## config.mk

```make
export PLATFORM = sky130hd
export DESIGN_NAME = ts_rx_decoder
export DESIGN_NICKNAME = d
export VERILOG_FILES = /design/src/rtl/ts_rx_decoder.sv
export SDC_FILE = /design/constraint.sdc
export NUM_CORES = 1
export LEC_CHECK = 0
export CAP_MARGIN = 5
export CORE_MARGIN = 2
export CORE_UTILIZATION = 44
export CTS_BUF_LIST = sky130_fd_sc_hd__clkbuf_8
export CTS_CLUSTER_SIZE = 10
export DETAILED_ROUTE_END_ITERATION = 10
export PLACE_DENSITY = 0.95
export SLEW_MARGIN = 20
export SYNTH_ARGS = -nofsm -noshare
export SYNTH_HDL_FRONTEND = slang
export SYNTH_SLANG_ARGS = --single-unit
```

## constraint.sdc

```tcl
create_clock -name clk -period 4.95 [get_ports clk]
set_input_delay 0.99 -clock clk [delete_from_list [all_inputs] [get_ports clk]]
set_output_delay 0.99 -clock clk [all_outputs]
set_load 0.01 [all_outputs]
```

## src/rtl/ts_rx_decoder.sv

```systemverilog
// ts_rx_decoder: watches received training sets on one lane and reports
// when CONSEC_REQ identical TS1 or TS2 sets have arrived back to back.
// Also captures the link/lane/N_FTS/rate/control fields of the last accepted TS.
module ts_rx_decoder #(
  parameter int CONSEC_REQ = 8,
  parameter int GAP_MAX    = 64
) (
  input  logic         clk,
  input  logic         rst,
  input  logic [127:0] ts_i,
  input  logic         ts_i_vld,
  input  logic         clear,
  output logic         ts1_locked,
  output logic         ts2_locked,
  output logic         lock_pulse,
  output logic         bad_ts,
  output logic [3:0]   cnt,
  output logic [7:0]   link_num,
  output logic [7:0]   lane_num,
  output logic [7:0]   n_fts,
  output logic [7:0]   rate_id,
  output logic [7:0]   train_ctrl
);

  localparam logic [7:0] TS1_ID = 8'h4A;
  localparam logic [7:0] TS2_ID = 8'h45;
  localparam int         GAP_W  = $clog2(GAP_MAX + 1);
  localparam logic [3:0] CNT_LOCK = 4'(CONSEC_REQ);

  typedef enum logic [1:0] {
    S_IDLE   = 2'd0,
    S_COUNT  = 2'd1,
    S_LOCKED = 2'd2
  } state_t;

  state_t             state_q, state_d;
  logic [3:0]         cnt_q, cnt_d;
  logic [GAP_W-1:0]   gap_q, gap_d;
  logic [47:0]        hdr_q, hdr_d;   // stored TS bits [127:80]
  logic               ts1_locked_q, ts1_locked_d;
  logic               ts2_locked_q, ts2_locked_d;
  logic               lock_pulse_q, lock_pulse_d;
  logic               bad_ts_q, bad_ts_d;

  logic               well_formed;
  logic               hdr_match;
  logic               gap_expire;
  logic               unused_payload;

  // Bits [79:0] carry symbols this block does not interpret.
  assign unused_payload = ^ts_i[79:0];

  assign well_formed = (ts_i[127:120] == TS1_ID) || (ts_i[127:120] == TS2_ID);
  assign hdr_match   = (ts_i[127:80] == hdr_q);
  // The idle cycle being sampled now is the GAP_MAX-th one in a row.
  assign gap_expire  = !ts_i_vld && (gap_q >= GAP_W'(GAP_MAX - 1));

  // State register: all state and registered outputs.
  always_ff @(posedge clk) begin
    if (rst) begin
      state_q      <= S_IDLE;
      cnt_q        <= '0;
      gap_q        <= '0;
      hdr_q        <= '0;
      ts1_locked_q <= 1'b0;
      ts2_locked_q <= 1'b0;
      lock_pulse_q <= 1'b0;
      bad_ts_q     <= 1'b0;
    end else begin
      state_q      <= state_d;
      cnt_q        <= cnt_d;
      gap_q        <= gap_d;
      hdr_q        <= hdr_d;
      ts1_locked_q <= ts1_locked_d;
      ts2_locked_q <= ts2_locked_d;
      lock_pulse_q <= lock_pulse_d;
      bad_ts_q     <= bad_ts_d;
    end
  end

  // Next-state: match counting, field capture and idle-gap timeout.
  always_comb begin
    state_d = state_q;
    cnt_d   = cnt_q;
    hdr_d   = hdr_q;
    if (ts_i_vld) begin
      gap_d = '0;
    end else if (gap_q != GAP_W'(GAP_MAX)) begin
      gap_d = gap_q + GAP_W'(1);
    end else begin
      gap_d = gap_q;
    end

    if (clear) begin
      // A TS arriving together with clear is dropped on purpose.
      state_d = S_IDLE;
      cnt_d   = '0;
      gap_d   = '0;
    end else if (ts_i_vld) begin
      if (!well_formed) begin
        // Malformed TS: restart, but keep the last good fields visible.
        state_d = S_IDLE;
        cnt_d   = '0;
      end else begin
        unique case (state_q)
          S_COUNT: begin
            if (hdr_match) begin
              cnt_d = cnt_q + 4'd1;
              if (cnt_q + 4'd1 == CNT_LOCK) begin
                state_d = S_LOCKED;
              end
            end else begin
              hdr_d   = ts_i[127:80];
              cnt_d   = 4'd1;
              state_d = S_COUNT;
            end
          end
          S_LOCKED: begin
            if (hdr_match) begin
              cnt_d = CNT_LOCK;
            end else begin
              hdr_d   = ts_i[127:80];
              cnt_d   = 4'd1;
              state_d = S_COUNT;
            end
          end
          default: begin
            hdr_d   = ts_i[127:80];
            cnt_d   = 4'd1;
            state_d = S_COUNT;
          end
        endcase
      end
    end else if (gap_expire) begin
      state_d = S_IDLE;
      cnt_d   = '0;
    end
  end

  // Output decode: values the registered outputs take after this edge.
  always_comb begin
    ts1_locked_d = (state_d == S_LOCKED) && (hdr_d[47:40] == TS1_ID);
    ts2_locked_d = (state_d == S_LOCKED) && (hdr_d[47:40] == TS2_ID);
    lock_pulse_d = (state_d == S_LOCKED) && (state_q != S_LOCKED);
    bad_ts_d     = ts_i_vld && !clear && !well_formed;
  end

  assign ts1_locked = ts1_locked_q;
  assign ts2_locked = ts2_locked_q;
  assign lock_pulse = lock_pulse_q;
  assign bad_ts     = bad_ts_q;
  assign cnt        = cnt_q;
  assign link_num   = hdr_q[39:32];
  assign lane_num   = hdr_q[31:24];
  assign n_fts      = hdr_q[23:16];
  assign rate_id    = hdr_q[15:8];
  assign train_ctrl = hdr_q[7:0];

endmodule
```

# Yosys cells after proc, flatten, opt, wreduce, memory -nomap -nowiden
# Index checks and enable logic that the tools add are counted.
# W data, S select, Z words.
dict set report word_totals {
  register_bits 65
  word_cells 59
  input_bits 132
}
dict set report op_classes {
  n_bitwise 1
  n_eq_ne 12
  addsub 2
  n_mux 19
  reduce_logical 15
  magnitude_cmp 1
}
# cell count
set op_table {}
lappend op_table {{$mux W48} 5}
lappend op_table {{$eq A48 B48 Y1} 1}
lappend op_table {{$eq A8 B7 Y1 const B} 4}
lappend op_table {{$mux W4} 5}
lappend op_table {{$mux W2} 7}
lappend op_table {{$pmux W4 S2} 1}
lappend op_table {{$add A7 B1 Y7 const B} 1}
lappend op_table {{$ge A7 B6 Y1 const B} 1}
lappend op_table {{$ne A7 B7 Y1 const B} 1}
lappend op_table {{$logic_and A1 B1 Y1} 6}
lappend op_table {{$add A4 B1 Y4 const B} 1}
lappend op_table {{$eq A2 B2 Y1 const B} 2}
lappend op_table {{$eq A4 B4 Y1 const B} 1}
lappend op_table {{$ne A2 B2 Y1 const B} 2}
lappend op_table {{$pmux W2 S2} 1}
lappend op_table {{$reduce_and A4 Y1} 1}
lappend op_table {{$reduce_or A2 Y1} 2}
lappend op_table {{$logic_not A1 Y1} 3}
lappend op_table {{$reduce_or A3 Y1} 1}
lappend op_table {{$eq A2 B1 Y1 const B} 1}
lappend op_table {{$reduce_bool A2 Y1} 1}
lappend op_table {{$logic_or A1 B1 Y1} 1}
lappend op_table {{$not A1 Y1} 1}

# Longest topological paths before layout
# Gate-level depths: netlist of the first run.
dict set report logic_depth {
  depth_word 10
  ltp_mapped 9
}

# Worst setup path after synthesis of the first run
# OpenSTA, ideal clock, no wires.
dict set report synth_timing {
  path_type {in2reg}
  from {input port ts_i[86]}
  to {register ts2_locked_q (netlist: ts2_locked)}
  t_arrival_ns 2.614
  required_ns 4.846
  path_stages 8
  n_path_buf 1
  setup_slack_ns 2.232
  setup_time_ns 0.104
  cell_sequence {xor2_1 > nor4_1 > nand4_1 > nor4_4 > or3_1 > buf_4 > nand4_1 > a2111oi_2}
}
dict set report synth_via {
  elab_chain_cells 8
  word_cells_on_any_way 15
  cone_classes {eq/ne: 3; mux: 11; reduce/logical: 1}
}
# item line_no
set synth_rtl {}
lappend synth_rtl {{start, declared} 10} ;# input logic [127:0] ts_i,
lappend synth_rtl {{$eq A48 B48 Y1 (*)} 54} ;# assign hdr_match = (ts_i[127:80] == hdr_q);
lappend synth_rtl {{$mux W48, or another cell as far along} {107, 119}}
lappend synth_rtl {{$mux W48 / $pmux W2 S2 (equally long branches)} n/a}
lappend synth_rtl {{$mux W48 / $mux W2 (equally long branches)} 100} ;# if (!well_formed) begin
lappend synth_rtl {{$mux W48 / $mux W2 (equally long branches)} 99} ;# end else if (ts_i_vld) begin
lappend synth_rtl {{$mux W48 / $mux W2 (equally long branches)} 94} ;# if (clear) begin
lappend synth_rtl {{$eq A8 B7 Y1 / $eq A2 B2 Y1 (equally long branches)} 143} ;# ts2_locked_d = (state_d == S_LOCKED) && (hdr_d[47:40] == TS2_ID);
lappend synth_rtl {{$logic_and A1 B1 Y1 (*)} 143}
lappend synth_rtl {{end signal, assigned} 75} ;# ts2_locked_q <= ts2_locked_d;
lappend synth_rtl {{end, declared} 41} ;# logic ts2_locked_q, ts2_locked_d;
# Every way passes the cells marked *; elsewhere a longest branch is shown, timed or not. The select of a mux whose other input is x is not followed.
# A chain may end at the register's enable or synchronous reset.

# Final worst setup path of the first run
dict set report layout_timing {
  from {input port ts_i[106]}
  to {register hdr_q[30]}
}
dict set report layout_via {
  elab_chain_cells 3
}
# item line_no
set layout_rtl {}
lappend layout_rtl {{$eq A48 B48 Y1} 54}
lappend layout_rtl {{$ne A2 B2 Y1 (no source line)} n/a}
lappend layout_rtl {{$reduce_and A4 Y1 (no source line)} n/a}
lappend layout_rtl {{end signal, assigned} 73} ;# hdr_q <= hdr_d;
lappend layout_rtl {{end, declared} 39} ;# logic [47:0] hdr_q, hdr_d;
# Every way passes these cells.

==> run metrics, run 1 <==
crit end category=flop; DP HPWL=6.17 mm; H-Tree Level Count=3; drt pass-1 iters=4; Post-Syn Area=3360 µm²; clock buffer depth=2; register area share after synthesis=38.7%; Leak=1.58 nW; Worst Path Buf+Inv=3; RSZ-0062 raised after global routing=no; clk slew on worst S/H paths=80 ps; Synth warnings=0; cell count after synthesis=410; CTS Buf Count=9; post-route clock period utilization=71.1%; CP required=5200 ps; layout cells sized above 1=5.71%; Clock Skews=14.2 ps; Die X=91.4 µm; Least-Margin Pin Slew=915 ps; I/O pins=180; largest net degree at the start of global routing=50; number of cells on the critical path=10; worst-path maximum fanout=28; Syn Nets=547; Min-Delay Path Class=flop to flop; DRC=0; crit path cell chain=clkdlybuf4s50_1, xor2_1, nor4_1, nand4_1, nor4_4, or3_1, buf_4, buf_4, nand2_1, a21oi_1; Power Dens Cells=245 nW/µm²; PostCTS Resize Cnt=0; Slew Viols, Final=0; final net count=605; GP Congestion=0.879; die height=91.4 µm; routed via count=2,928; critical path's slowest cell=nor4_4; CP most frequent cell=buf_4; initial antenna violation count=0; total global routing overflow=0; total routed wirelength=8.36 mm; critical path class=input port to flop; slew margin rel.=38.6%; fillcell total=611; Final ANT Viol Nets=0; outcome=finished clean; vias in the first global route=2,966; root buf cell=clkbuf_8; minimum clock period=3520 ps; setup repair bufs after CTS=0; number of port buffers=99; 1st-iter DRT viols=176; WHS Path Cells=2; post-synth cell types=38; FMAX=0.284 GHz; Register-to-Register Path Depth=9; Arrival @ worst endpoint=3770 ps; total chip power=0.00106 W; cell family with most CP delay=simple AND/OR/NAND/NOR gates; Post-CTS Hold Fix Bufs=0; number of synthesized register bits=65; Hold Fails Final Rpt=0; Fin Setup TNS=0 ps; worst skew pair latency=340 ps; core area=7330 µm²; vias per inst=5.12; Initial Utilization=45.8%; CP max stage delay=540 ps; Rows=31; WHS=480 ps; CP Launch Type=input port; Tot GR Track Use=20.6%; ANT cells=0; CTS tree=done; Layout area overhead=28.9%; die footprint=8350 µm²; DR WL/cell=14.6 µm; Mapped Avg Cell Area=8.19 µm²; max-cap violations=0; first-pass GRT wire length=13.8 mm; clock sinks=65; worst vdd ir=143 µV; final setup fails=0
## final timing paths
check	end	start	slack (ps)
max	hdr_q[30]	ts_i[106]	1430
min	hdr_q[20]	hdr_q[20]	480
max reg2reg	hdr_q[30]	state_q[0]	2150
min reg2reg	hdr_q[20]	hdr_q[20]	480
## per-stage QoR
step | area, µm² | util, % | setup slack [ps] | std cells
final | 4330 | 59.1 | 1430 | 572
after global routing | 4330 | 59.1 | 1190 | 572
after global placement | 4130 | 56.4 | 1140 | 556
after detailed placement | 4130 | 56.4 | 1090 | 556
after floorplan | 3360 | - | 2230 | 410
after CTS | 4330 | 59.1 | 1420 | 572
## metal layers
metal / GRT usage [%] / vias up / share of wire, %
met1: 24.2 / 1364 / 44
met4: 8.33 / 0 / 1.4
met2: 35.1 / 110 / 48
met5: 0 / - / 0
met3: 5.64 / 9 / 6.4
li1: - / 1445 / -
## Yosys cell counts (all sizes together)
library cell  count  area [µm²]
buf              45         328
a22oi             1        7.51
nand3             9        45.0
a21o              1        7.51
xor2             48         420
ha                5        62.6
a2bb2oi           1        8.76
a21boi            1        7.51
o21bai            1        7.51
xnor2             7        61.3
and3b             1        8.76
nor4b             1        8.76
nor2b             1        6.26
inv               8        30.0
or4bb             2        22.5
or3               2        12.5
nand2            93         349
dfxtp            65        1300
a41o              1        10.0
nor2             14        52.6
or4               1        7.51
a21oi            50         250
a211oi            2        15.0
o211ai            1        7.51
or4b              1        10.0
nand4             5        31.3
nor3             10        55.1
a2111oi           2        30.0
clkbuf           10        37.5
or2               2        12.5
nor3b             4        30.0
and3              1        6.26
a311oi            1        8.76
nor4             12        90.1
o21ba             1        10.0
## cells by family after synthesis
| family | after synthesis | share of synthesized area [%] |
|---|---|---|
| compound gates | 63 | 11.0 |
| flops | 65 | 38.7 |
| buf+inv | 63 | 11.8 |
| xor+xnor | 55 | 14.3 |
| simple gates | 159 | 22.3 |
| fa+ha+maj | 5 | 1.86 |
## state kept, by name, indices dropped and copies added (netlist names)
signal      flops
cnt             4
ts2_locked      1
lock_pulse      1
ts1_locked      1
bad_ts          1
hdr_q          48
gap_q           7
state_q         2
## final cells by class
cell class,count,area [µm²],share of cell area (%)
multi-input cells,282,1670,38.6
flip-flops and latches,65,1300,30.1
repair buffers,102,1010,23.3
clock buffers,10,138,3.18
well taps,99,124,2.86
clock inverters,6,58.8,1.36
inverters,8,30.0,0.694
## power by group
group | internal, W | leakage (nW) | switching (W) | total (W)
clock network | 0.000243 | 0.0995 | 0.000208 | 0.000450
registers | 0.000524 | 0.524 | 0.00000127 | 0.000525
logic | 0.0000496 | 0.957 | 0.0000374 | 0.0000870
## placed cells by master, fill, tap and decap left out, types with 3 or more instances in the layout
cell type	instances
a21oi_1	50
nand3_1	9
xnor2_1	7
clkbuf_8	10
inv_1	9
nand2_1	93
nand4_1	5
nor2_1	14
nor3b_1	4
nor4_1	11
dfxtp_1	65
buf_4	3
ha_1	5
clkdlybuf4s50_1	98
nor3_1	9
xor2_1	48
## tightest hold or removal path, cell delays in order (launching register included)
cell and delay, ps:
dfxtp_1 330, nand2_1 60, a21oi_1 50
Note: power is estimated with default switching activity, not from simulation.
==> run 2, diff against run 1 <==
- CORE_UTILIZATION: 44 -> 37
- PLACE_DENSITY: 0.95 -> 0.86
- clock period: 4.95 -> 2.85 ns (I/O delays scaled with it)
==> run 2 against run 1 <==
Effect of this change:
- cell count up 3.8%
- global-route usage down 2.5 points
- combinational power up 83%
- count of clock-buffer cells in the layout unchanged
- non-clock buffer count up 14
- sequential cell count unchanged
- critical path depth unchanged
- wire length up 3.0%
- register-to-register slack worse by 1600 ps
- critical path type unchanged
- largest cell class unchanged
==> run metrics, run 2 (synthesized netlist as in run 1, its figures left out) <==
outcome=finished clean; DRC=0; Initial Utilization=38.3%; Fin Setup TNS=0 ps; slew margin rel.=64.9%; cell family with most CP delay=simple AND/OR/NAND/NOR gates; post-route clock period utilization=94.0%; register cell area after layout=1300 µm²; worst vdd ir=193 µV; Post-CTS Hold Fix Bufs=0; Hold Fails Final Rpt=0; RR Endpoint=cnt[2]; core area=8760 µm²; vias per inst=5.01; Reg with most FFs=hdr_q; first-pass GRT wire length=14.2 mm; Clock Skews=12.2 ps; final setup fails=0; DR WL/cell=14.5 µm; CP most frequent cell=buf_4; WHS Path Cells=2; clk slew on worst S/H paths=70 ps; max-cap violations=0; critical path class=input port to flop; Power Dens Cells=427 nW/µm²; root buf cell=clkbuf_8; final design utilization=51.1%; RSZ-0062 raised after global routing=no; Register-to-Register Path Depth=9; worst-path maximum fanout=4; ANT cells=0; Min-Delay Path Class=flop to flop; crit end category=flop; Final ANT Viol Nets=0; die footprint=9860 µm²; Slew Viols, Final=0; layout cells sized above 1=8.23%; Arrival @ worst endpoint=2950 ps; CP Launch Type=input port; routed via count=2,978; Worst Path Buf+Inv=3; number of port buffers=99; dpl cell area=4260 µm²; vias in the first global route=3,050; FF-to-FF Start=hdr_q[33]; minimum clock period=2680 ps; Die X=99.3 µm; DP HPWL=6.42 mm; crit path cell chain=clkdlybuf4s50_1, xor2_1, nor4_2, buf_4, nand4_1, nor4_4, buf_4, nand2_1, or4_1, a21oi_1; die height=99.3 µm; worst skew pair latency=340 ps; Rows=34; clock sinks=65; CP required=3120 ps; largest net degree at the start of global routing=49; total routed wirelength=8.61 mm; FMAX=0.373 GHz; H-Tree Level Count=3; drt pass-1 iters=4; critical path's slowest cell=clkdlybuf4s50_1; most frequent cells in the layout=clkdlybuf4s50_1, nand2_1, dfxtp_1; clock buffer depth=2; final net count=619; Layout area overhead=33.4%; hold path startpoint=hdr_q[24]; CP max stage delay=440 ps; I/O pins=180; CTS Buf Count=9; CTS tree=done; number of cells on the critical path=10; total global routing overflow=0; 1st-iter DRT viols=115; initial antenna violation count=0; Tot GR Track Use=18.0%; post-route design area=4480 µm²; Hold Path End=hdr_q[24]; Multi-input gate area=1680 µm²; fillcell total=801; GP Congestion=0.862; commonest non-fill, non-tap cell in the layout=clkdlybuf4s50_1; Least-Margin Pin Slew=526 ps; max reg flops=48; Leak=1.67 nW; r2r setup slk=510 ps
==> run 2: metal layers <==
metal | track usage (%) | vias up | wire (µm)
met5 | 0 | - | 0
met4 | 8.64 | 0 | 271
met3 | 5.48 | 19 | 616
met2 | 30.0 | 116 | 4160
met1 | 21.2 | 1373 | 3550
li1 | - | 1470 | -
==> run 2: power breakdown <==
part           leakage [nW]  internal [W]  switching [W]
Combinational          1.03     0.0000907      0.0000684
Clock                 0.115      0.000504       0.000337
Sequential            0.524      0.000910     0.00000230
Total                  1.67       0.00150       0.000408
==> run 2: worst max-delay path by stage <==
stage,to,start
CTS,hdr_q[9],ts_i[113]
floorplan,ts2_locked,ts_i[86]
global route,cnt[2],ts_i[113]
detailed placement,hdr_q[9],ts_i[122]
finish,cnt[2],ts_i[113]
global placement,ts2_locked,ts_i[113]
==> run 2: worst reg2reg max path, cell delays in order, from the launching register on <==
cell and delay, ps:
dfxtp_1 330, xor2_1 170, nor4_2 340, buf_4 170, nand4_1 130, nor4_4 300, buf_4 180, nand2_1 80
or4_1 400, a21oi_1 160
==> run 2: repair_timing <==
item                       CTS  global route
setup endpoints to repair    0             7
gates resized for setup      0             2
buffers inserted             0             0
==> run 2: metrics by stage <==
stage | hold WS [ps] | instances | setup WS (ps) | power, W
floorplan | 457 | 410 | 552 | 0.000981
CTS | 481 | 594 | 113 | 0.00194
global placement | 463 | 579 | -240 | 0.00109
detailed placement | 470 | 579 | -227 | 0.00109
finish | 475 | 594 | 172 | 0.00191
global route | 501 | 594 | 23.9 | 0.00199
==> run 2: layout make-up <==
class / instances / area share, %
Clock buffer: 10 / 3.07
Tap cell: 108 / 3.02
Timing Repair Buffer: 116 / 25.2
Inverter: 8 / 0.670
Sequential cell: 65 / 29.0
Multi-Input combinational cell: 282 / 37.4
Clock inverter: 5 / 1.62
==> run 3, diff against run 2 <==
- SETUP_SLACK_MARGIN: unset -> 0.4
==> run 3 against run 2 <==
Effect of this change:
- count of clock-buffer cells in the layout did not move
- clock skew fell by 1.4 ps
- cell count rose by 0.84%
- sequential power barely moved
- critical path type unchanged
- sequential share of layout area fell by 1.2 points
- maximum frequency rose by 13%
- largest cell class unchanged
- first-iteration DRC count rose by 48%
- cell area rose by 4.8%
- critical endpoint unchanged
==> run metrics, run 3 (synthesized netlist as in run 1, its figures left out) <==
routed via count=3,026; die height=99.3 µm; total chip power=0.00191 W; DR WL/cell=15.6 µm; core area=8760 µm²; I/O pins=180; most frequent cells in the layout=nand2_1, dfxtp_1, clkdlybuf4s50_1; Leak=1.88 nW; Slew Viols, Final=0; first-pass GRT wire length=14.3 mm; register cell area after layout=1310 µm²; fillcell total=793; Initial Utilization=38.3%; r2r setup slk=530 ps; post-route clock period utilization=83.0%; Tot GR Track Use=18.3%; critical path class=input port to flop; Power Dens Cells=407 nW/µm²; number of port buffers=99; Least-Margin Pin Slew=535 ps; Die X=99.3 µm; max reg flops=48; final setup fails=0; max-cap violations=0; clock buffer depth=2; layout cells sized above 1=14.7%; worst vdd ir=186 µV; root buf cell=clkbuf_8; DRC=0; Clock Skews=10.8 ps; H-Tree Level Count=3; commonest non-fill, non-tap cell in the layout=nand2_1; slew margin rel.=64.4%; Reg with most FFs=hdr_q; Rows=34; worst skew pair latency=340 ps; largest net degree at the start of global routing=49; vias in the first global route=3,018; Multi-input gate area=1820 µm²; Place WS=-227 ps; Min-Delay Path Class=flop to flop; CP Launch Type=input port; minimum clock period=2360 ps; total global routing overflow=0; worst-path maximum fanout=4; vias per inst=5.05; initial antenna violation count=0; crit end category=flop; Layout area overhead=39.9%; total routed wirelength=9.36 mm; clock sinks=65; drt pass-1 iters=4; ANT cells=0; CTS Buf Count=9; WHS=476 ps; Non-Filler Instances=599; DP Cell Count=579; Fin Setup TNS=0 ps; Final ANT Viol Nets=0; FMAX=0.423 GHz; Arrival @ worst endpoint=2640 ps; RSZ-0062 raised after global routing=no; GP Congestion=0.862; CTS tree=done; die footprint=9860 µm²; setup ws final=486 ps; CP required=3130 ps; final net count=624; clk slew on worst S/H paths=70 ps; DP HPWL=6.42 mm; Hold Fails Final Rpt=0; outcome=finished clean; 1st-iter DRT viols=170
==> run 3: cell count changes in the layout (fill, tap and decap cells not counted), moves of 8 or more <==
| cell | delta |
|---|---|
| clkdlybuf4s50_1 | -39 |
| nor4_1 | -8 |
| nor4_2 | +8 |
| dlygate4sd2_1 | +23 |
| dlymetal6s2s_1 | +12 |
==> run 3: worst max-delay path, stage by stage <==
cell and delay (ps):
clkdlybuf4s50_1 430, xor2_1 160, nor4_2 220, nand3_2 170, nor4_4 270, buf_4 190
nand2_2 60, or4_4 420, a21oi_2 140
==> run 3: routing by layer <==
layer	vias to the layer above	part of all wire, %	track usage (%)	routed length [µm]
met2	104	49	31.3	4580
met3	16	6.1	5.48	571
met5	-	0	0	0
li1	1482	-	-	-
met4	0	2.3	7.06	216
met1	1424	43	21.5	3980
==> run 3: final timing paths <==
kind                    from   endpoint  depth (start not counted)
setup reg to reg  state_q[0]     cnt[2]                          8
hold / removal     hdr_q[18]  hdr_q[18]                          2
setup / recovery    ts_i[96]     cnt[2]                          9
hold reg to reg    hdr_q[18]  hdr_q[18]                          2
==> run 3: stage by stage <==
stage	utilization, %	cell area (µm²)
detailed placement	48.6	4260
global placement	48.6	4260
CTS	51.2	4490
global route	53.6	4700
floorplan	-	3360
finish	53.6	4700
==> run 3: repair_timing <==
| item | in CTS | in global routing |
|---|---|---|
| gates resized for setup | 34 | 41 |
| endpoints found under the setup margin | 56 | 53 |
| cloned | 0 | 3 |
| buffers inserted | 1 | 1 |
| pin swaps | 15 | 14 |
| hold buffers | 0 | 0 |
==> run 3: cell type report <==
| class | instances | area share, % |
|---|---|---|
| Inverter | 8 | 0.639 |
| Tap cell | 108 | 2.88 |
| Clock buffer | 10 | 2.93 |
| Sequential cell | 65 | 27.8 |
| Clock inverter | 5 | 1.54 |
| Multi-Input combinational cell | 282 | 38.6 |
| Timing Repair Buffer | 121 | 25.6 |
==> run 3: report_power, final <==
part / switching (W) / internal (W) / leakage (nW) / total, W
combinational: 0.0000767 / 0.0000780 / 1.24 / 0.000155
sequential: 0.00000234 / 0.000909 / 0.525 / 0.000911
clock: 0.000341 / 0.000504 / 0.115 / 0.000845
total: 0.000420 / 0.00149 / 1.88 / 0.00191
